--- src/rtl/sm_reg_uart_dump.sv ---
// Dumps a watched register as 8 hex ASCII chars plus CR LF over an 8N1 UART line.
// A dump starts on any change of regData or on a force request; only the latest value is sent.
module sm_reg_uart_dump #(
    parameter int BAUD_DIV = 87,
    parameter int WIDTH    = 32
) (
    input  logic             clk,
    input  logic             rst_p,
    input  logic [WIDTH-1:0] regData,
    input  logic             force_dump,
    output logic             uart_tx,
    output logic             busy,
    output logic [15:0]      dumpCnt
);

    localparam int NIB      = WIDTH / 4;
    localparam int LAST_CHR = NIB + 1;

    typedef enum logic [2:0] {IDLE, START, DATA, STOP, NEXT} state_t;

    state_t           state;
    logic [WIDTH-1:0] snap;
    logic [WIDTH-1:0] last_sent;
    logic             pending;
    logic [7:0]       chr;
    logic [15:0]      timer;
    logic [2:0]       bit_idx;
    logic [7:0]       cur_char;
    logic [WIDTH-1:0] shifted;
    logic             trig;
    logic             bit_end;

    function automatic logic [7:0] hex_char(input logic [3:0] n);
        if (n < 4'd10)
            return 8'h30 + {4'h0, n};
        else
            return 8'h37 + {4'h0, n};
    endfunction

    always_comb begin
        trig    = force_dump | pending | (regData != last_sent);
        bit_end = (timer == 16'(BAUD_DIV - 1));
    end

    // Character being sent: hex nibbles MSB first, then CR, then LF.
    always_comb begin
        cur_char = 8'h0A;
        shifted  = '0;
        if (int'(chr) < NIB) begin
            shifted  = snap >> (4 * (NIB - 1 - int'(chr)));
            cur_char = hex_char(shifted[3:0]);
        end else if (int'(chr) == NIB) begin
            cur_char = 8'h0D;
        end
    end

    always_ff @(posedge clk) begin
        if (rst_p) begin
            state     <= IDLE;
            uart_tx   <= 1'b1;
            busy      <= 1'b0;
            dumpCnt   <= 16'd0;
            last_sent <= '0;
            pending   <= 1'b0;
            chr       <= 8'd0;
            timer     <= 16'd0;
            bit_idx   <= 3'd0;
        end else begin
            // A force arriving mid-frame is remembered and served after the frame.
            if (state != IDLE && force_dump)
                pending <= 1'b1;
            case (state)
                IDLE: begin
                    if (trig) begin
                        snap      <= regData;
                        last_sent <= regData;
                        pending   <= 1'b0;
                        chr       <= 8'd0;
                        timer     <= 16'd0;
                        uart_tx   <= 1'b0;
                        busy      <= 1'b1;
                        state     <= START;
                    end
                end
                START: begin
                    if (bit_end) begin
                        timer   <= 16'd0;
                        bit_idx <= 3'd0;
                        uart_tx <= cur_char[0];
                        state   <= DATA;
                    end else begin
                        timer <= timer + 16'd1;
                    end
                end
                DATA: begin
                    if (bit_end) begin
                        timer <= 16'd0;
                        if (bit_idx == 3'd7) begin
                            uart_tx <= 1'b1;
                            state   <= STOP;
                        end else begin
                            bit_idx <= bit_idx + 3'd1;
                            uart_tx <= cur_char[bit_idx + 3'd1];
                        end
                    end else begin
                        timer <= timer + 16'd1;
                    end
                end
                STOP: begin
                    if (bit_end) begin
                        timer <= 16'd0;
                        state <= NEXT;
                    end else begin
                        timer <= timer + 16'd1;
                    end
                end
                NEXT: begin
                    if (chr == 8'(LAST_CHR)) begin
                        dumpCnt <= dumpCnt + 16'd1;
                        busy    <= 1'b0;
                        state   <= IDLE;
                    end else begin
                        chr     <= chr + 8'd1;
                        uart_tx <= 1'b0;
                        state   <= START;
                    end
                end
                default: state <= IDLE;
            endcase
        end
    end

endmodule

--- config.mk ---
export PLATFORM = sky130hd
export DESIGN_NAME = sm_reg_uart_dump
export DESIGN_NICKNAME = d
export VERILOG_FILES = /design/src/rtl/sm_reg_uart_dump.sv
export SDC_FILE = /design/constraint.sdc
export NUM_CORES = 1
export LEC_CHECK = 0
export BUFFER_PORTS_ARGS = -buffer_cell sky130_fd_sc_hd__clkbuf_2
export CAP_MARGIN = 25
export CORE_MARGIN = 5
export CORE_UTILIZATION = 58
export CTS_CLUSTER_SIZE = 14
export DETAILED_ROUTE_END_ITERATION = 8
export PLACE_DENSITY = 0.78
export SETUP_SLACK_MARGIN = 0.4
export SYNTH_ARGS = -nofsm -noshare
export SYNTH_HDL_FRONTEND = slang
export SYNTH_SLANG_ARGS = --single-unit
--- constraint.sdc ---
create_clock -name clk -period 4.6 [get_ports clk]
set_input_delay 0 -clock clk [delete_from_list [all_inputs] [get_ports clk]]
set_output_delay 0 -clock clk [all_outputs]
set_load 0.02 [all_outputs]
==> results.sh <==
export IMPL_status="completed"
export IMPL_htreeDepth=4
export IMPL_crit_fanout=14
export IMPL_drt_initial_drc_count=167
export IMPL_clock_latency_ns=0.52
export IMPL_die_w_um=106
export IMPL_avgSynthCellArea_um2=10.5
export IMPL_grt_usage_pct=22.3
export IMPL_powerDensity_nw_per_um2=387
export IMPL_cts_tree="yes"
export IMPL_final_cell_mix="85 x nor2_1, 81 x dfxtp_1, 52 x clkbuf_2"
export IMPL_fin_crit_sh_pct=66.6
export IMPL_synth_edff_count=32
export IMPL_ioPinCount=53
export IMPL_synth_cell_types=66
export IMPL_finalCriticalPeriod_ns=3.06
export IMPL_synth_largest_area_cell="dfxtp_1"
export IMPL_cap_violations=0
export IMPL_cpPeakStageDelay_ns=0.75
export IMPL_ys_seq_elements=113
export IMPL_numCtsBuffers=17
export IMPL_via_count=4109
export IMPL_wl_per_cell_um=16.5
export IMPL_utilization_pct=72.0
export IMPL_grt_overflow_total=0
export IMPL_cts_num_sinks=113
export IMPL_tightest_slew_ns=0.695
export IMPL_drtPass1Iterations=6
export IMPL_final_hold_viol_count=0
export IMPL_p_seq_share_pct=43.8
export IMPL_cp_cell_sequence="mux4_1, mux2_2, nand3b_1, or2_0, a311oi_1, a2111oi_1, o41a_1"
export IMPL_port_buffers=52
export IMPL_setup_viol=0
export IMPL_cts_root_buf="clkbuf_8"
export IMPL_path_buf_inv=0
export IMPL_peakVddDrop_uv=269
export IMPL_switching_power_uw=645
export IMPL_final_nets=644
export IMPL_dp_cells=658
export IMPL_ant_nets=0
export IMPL_ys_flop_type="dfxtp_1"
export IMPL_worstHoldPathType="in2reg"
export IMPL_slew_headroom_pct=53.7
export IMPL_clock_path_buffers=2
export IMPL_dp_hpwl_um=7450
export IMPL_num_fill_cells=597
export IMPL_grt_max_degree=43
export IMPL_cts_clk_slew_worst_paths_ns=0.06
export IMPL_grt_pass1_wl_um=19900
export IMPL_area_growth_pct=22.2
export IMPL_leakage_uw=0.00279
export IMPL_critPathSlowestCell="dfxtp_1"
export IMPL_synth_area_um2=5370
export IMPL_postCtsSetupRepairBufs=0
export IMPL_dieArea_um2=11300
export IMPL_async_flop_share_pct=0
export IMPL_setup_tns_ns=0
export IMPL_synth_area_leaders="dfxtp_1 30%, edfxtp_1 18%, xor2_1 7.8%"
export IMPL_crit_type="reg2reg"
export IMPL_fin_cells=723
export IMPL_ys_warn_count=0
export IMPL_synth_nets=558
export IMPL_p_clk_share_pct=46.6
export IMPL_fmax_mhz=326
export IMPL_skew_ns=0.00808
export IMPL_grt_pass1_vias=4135
export IMPL_antenna_found_initial=0
export IMPL_start_util_pct=58.9
export IMPL_drt_wl_total_um=11900
export IMPL_arrival_ns=3.46
export IMPL_yosysSeqAreaShare_pct=48.1
export IMPL_yosysTopAreaCellShare_pct=30.2
export IMPL_mostFrequentLayoutCell="nor2_1"
export IMPL_rsz0062_at_grt="no"
export IMPL_switching_share_pct=25.4
export IMPL_cp_top_family="multiplexers"
export IMPL_diodes=0
export IMPL_p_int_uw=1900
export IMPL_die_y_um=106
export IMPL_viasPerCell=5.68
export IMPL_drc=0
export IMPL_placed_area_um2=5680
export IMPL_finalPower_uw=2540
export IMPL_hold_buffers=33
export IMPL_core_um2=9110
export IMPL_placementRows=35
export IMPL_syn_inst=513
export IMPL_share_comb_of_total_power_pct=9.6
export IMPL_drive_gt1_share_pct=17.6
export IMPL_critPathLaunchType="register"
export IMPL_required_ns=4.99
export IMPL_slew_viol_final=0
export IMPL_finalInstanceArea_um2=6560
export IMPL_end_kind="register"
export IMPL_cts_resized=0
export IMPL_gp_congestion=0.857
-- metrics by stage --
| step | setup slack [ns] | hold WS (ns) |
|---|---|---|
| 5_1_grt | 1.36 | 0.108 |
| 3_3_place_gp | 1.74 | 0.225 |
| 3_5_place_dp | 1.66 | 0.223 |
| 4_1_cts | 1.57 | 0.0495 |
| 2_1_floorplan | 1.14 | 0.0989 |
| 6_report | 1.54 | 0.0486 |
-- cell families (layout without fill, tap and decap cells) --
kind of cell / Yosys count / count (layout) / share of synthesized area, %
buffers and inverters: 34 / 133 / 3.05
adders and majority gates: 10 / 10 / 2.33
AOI/OAI and AO/OA: 49 / 49 / 6.30
DFF: 113 / 113 / 48.1
muxes: 49 / 49 / 11.3
xor gates and xnor gates: 61 / 61 / 10.1
and+or+nand+nor: 197 / 197 / 18.8
-- cells in the mapped netlist (10+ instances only) --
library cell / number
nor2_1: 86
inv_1: 11
a21oi_1: 13
o21ai_0: 12
and3_1: 14
dfxtp_1: 81
nor4_1: 11
mux2i_1: 39
xor2_1: 48
xnor2_1: 12
nand3_1: 10
ha_1: 10
clkbuf_1: 18
edfxtp_1: 32
nand2_1: 20
-- worst paths after layout --
kind / end / depth (start not counted) / slack, ns / startpoint
min: timer[10]$_SDFFE_PP0P_ / 2 / 0.05 / rst_p
max reg2reg: uart_tx$_SDFFE_PP1P_ / 7 / 1.54 / chr[0]$_SDFFE_PP0P_
max: uart_tx$_SDFFE_PP1P_ / 7 / 1.54 / chr[0]$_SDFFE_PP0P_
min reg2reg: busy$_SDFFE_PP0P_ / 2 / 0.50 / busy$_SDFFE_PP0P_
-- flip-flops by register name (all words and copies together) (netlist names) --
signal / flops
uart_tx: 1
bit_idx: 3
state: 3
chr: 8
last_sent: 32
snap: 32
dumpCnt: 16
busy: 1
pending: 1
timer: 16
-- layout make-up --
cell class | instances | area [um2] | area share [%]
well taps | 111 | 139 | 2.12
clock buffers | 20 | 447 | 6.81
flip-flops and latches | 113 | 2580 | 39.4
clock inverters | 12 | 96.3 | 1.47
multi-input cells | 366 | 2630 | 40.1
inverters | 12 | 45.0 | 0.687
repair buffers | 89 | 621 | 9.46
-- per-layer routing --
layer / vias up / global-route usage, % / share of wire, %
met4: 0 / 9.90 / 2.3
met5: - / 0 / 0
li1: 2003 / - / -
met1: 1942 / 26.2 / 41
met3: 30 / 5.22 / 5.3
met2: 134 / 38.7 / 52
-- power groups by stage --
| stage | Sequential [uW] | Combinational (uW) | Clock, uW |
|---|---|---|---|
| 2_1_floorplan | 1130 | 157 | 0 |
| 3_3_place_gp | 1130 | 208 | 0 |
| 3_5_place_dp | 1130 | 215 | 0 |
| 4_1_cts | 1110 | 241 | 1200 |
| 5_1_grt | 1120 | 267 | 1260 |
| 6_report | 1110 | 244 | 1180 |
Power figures use the tool's default switching activity.
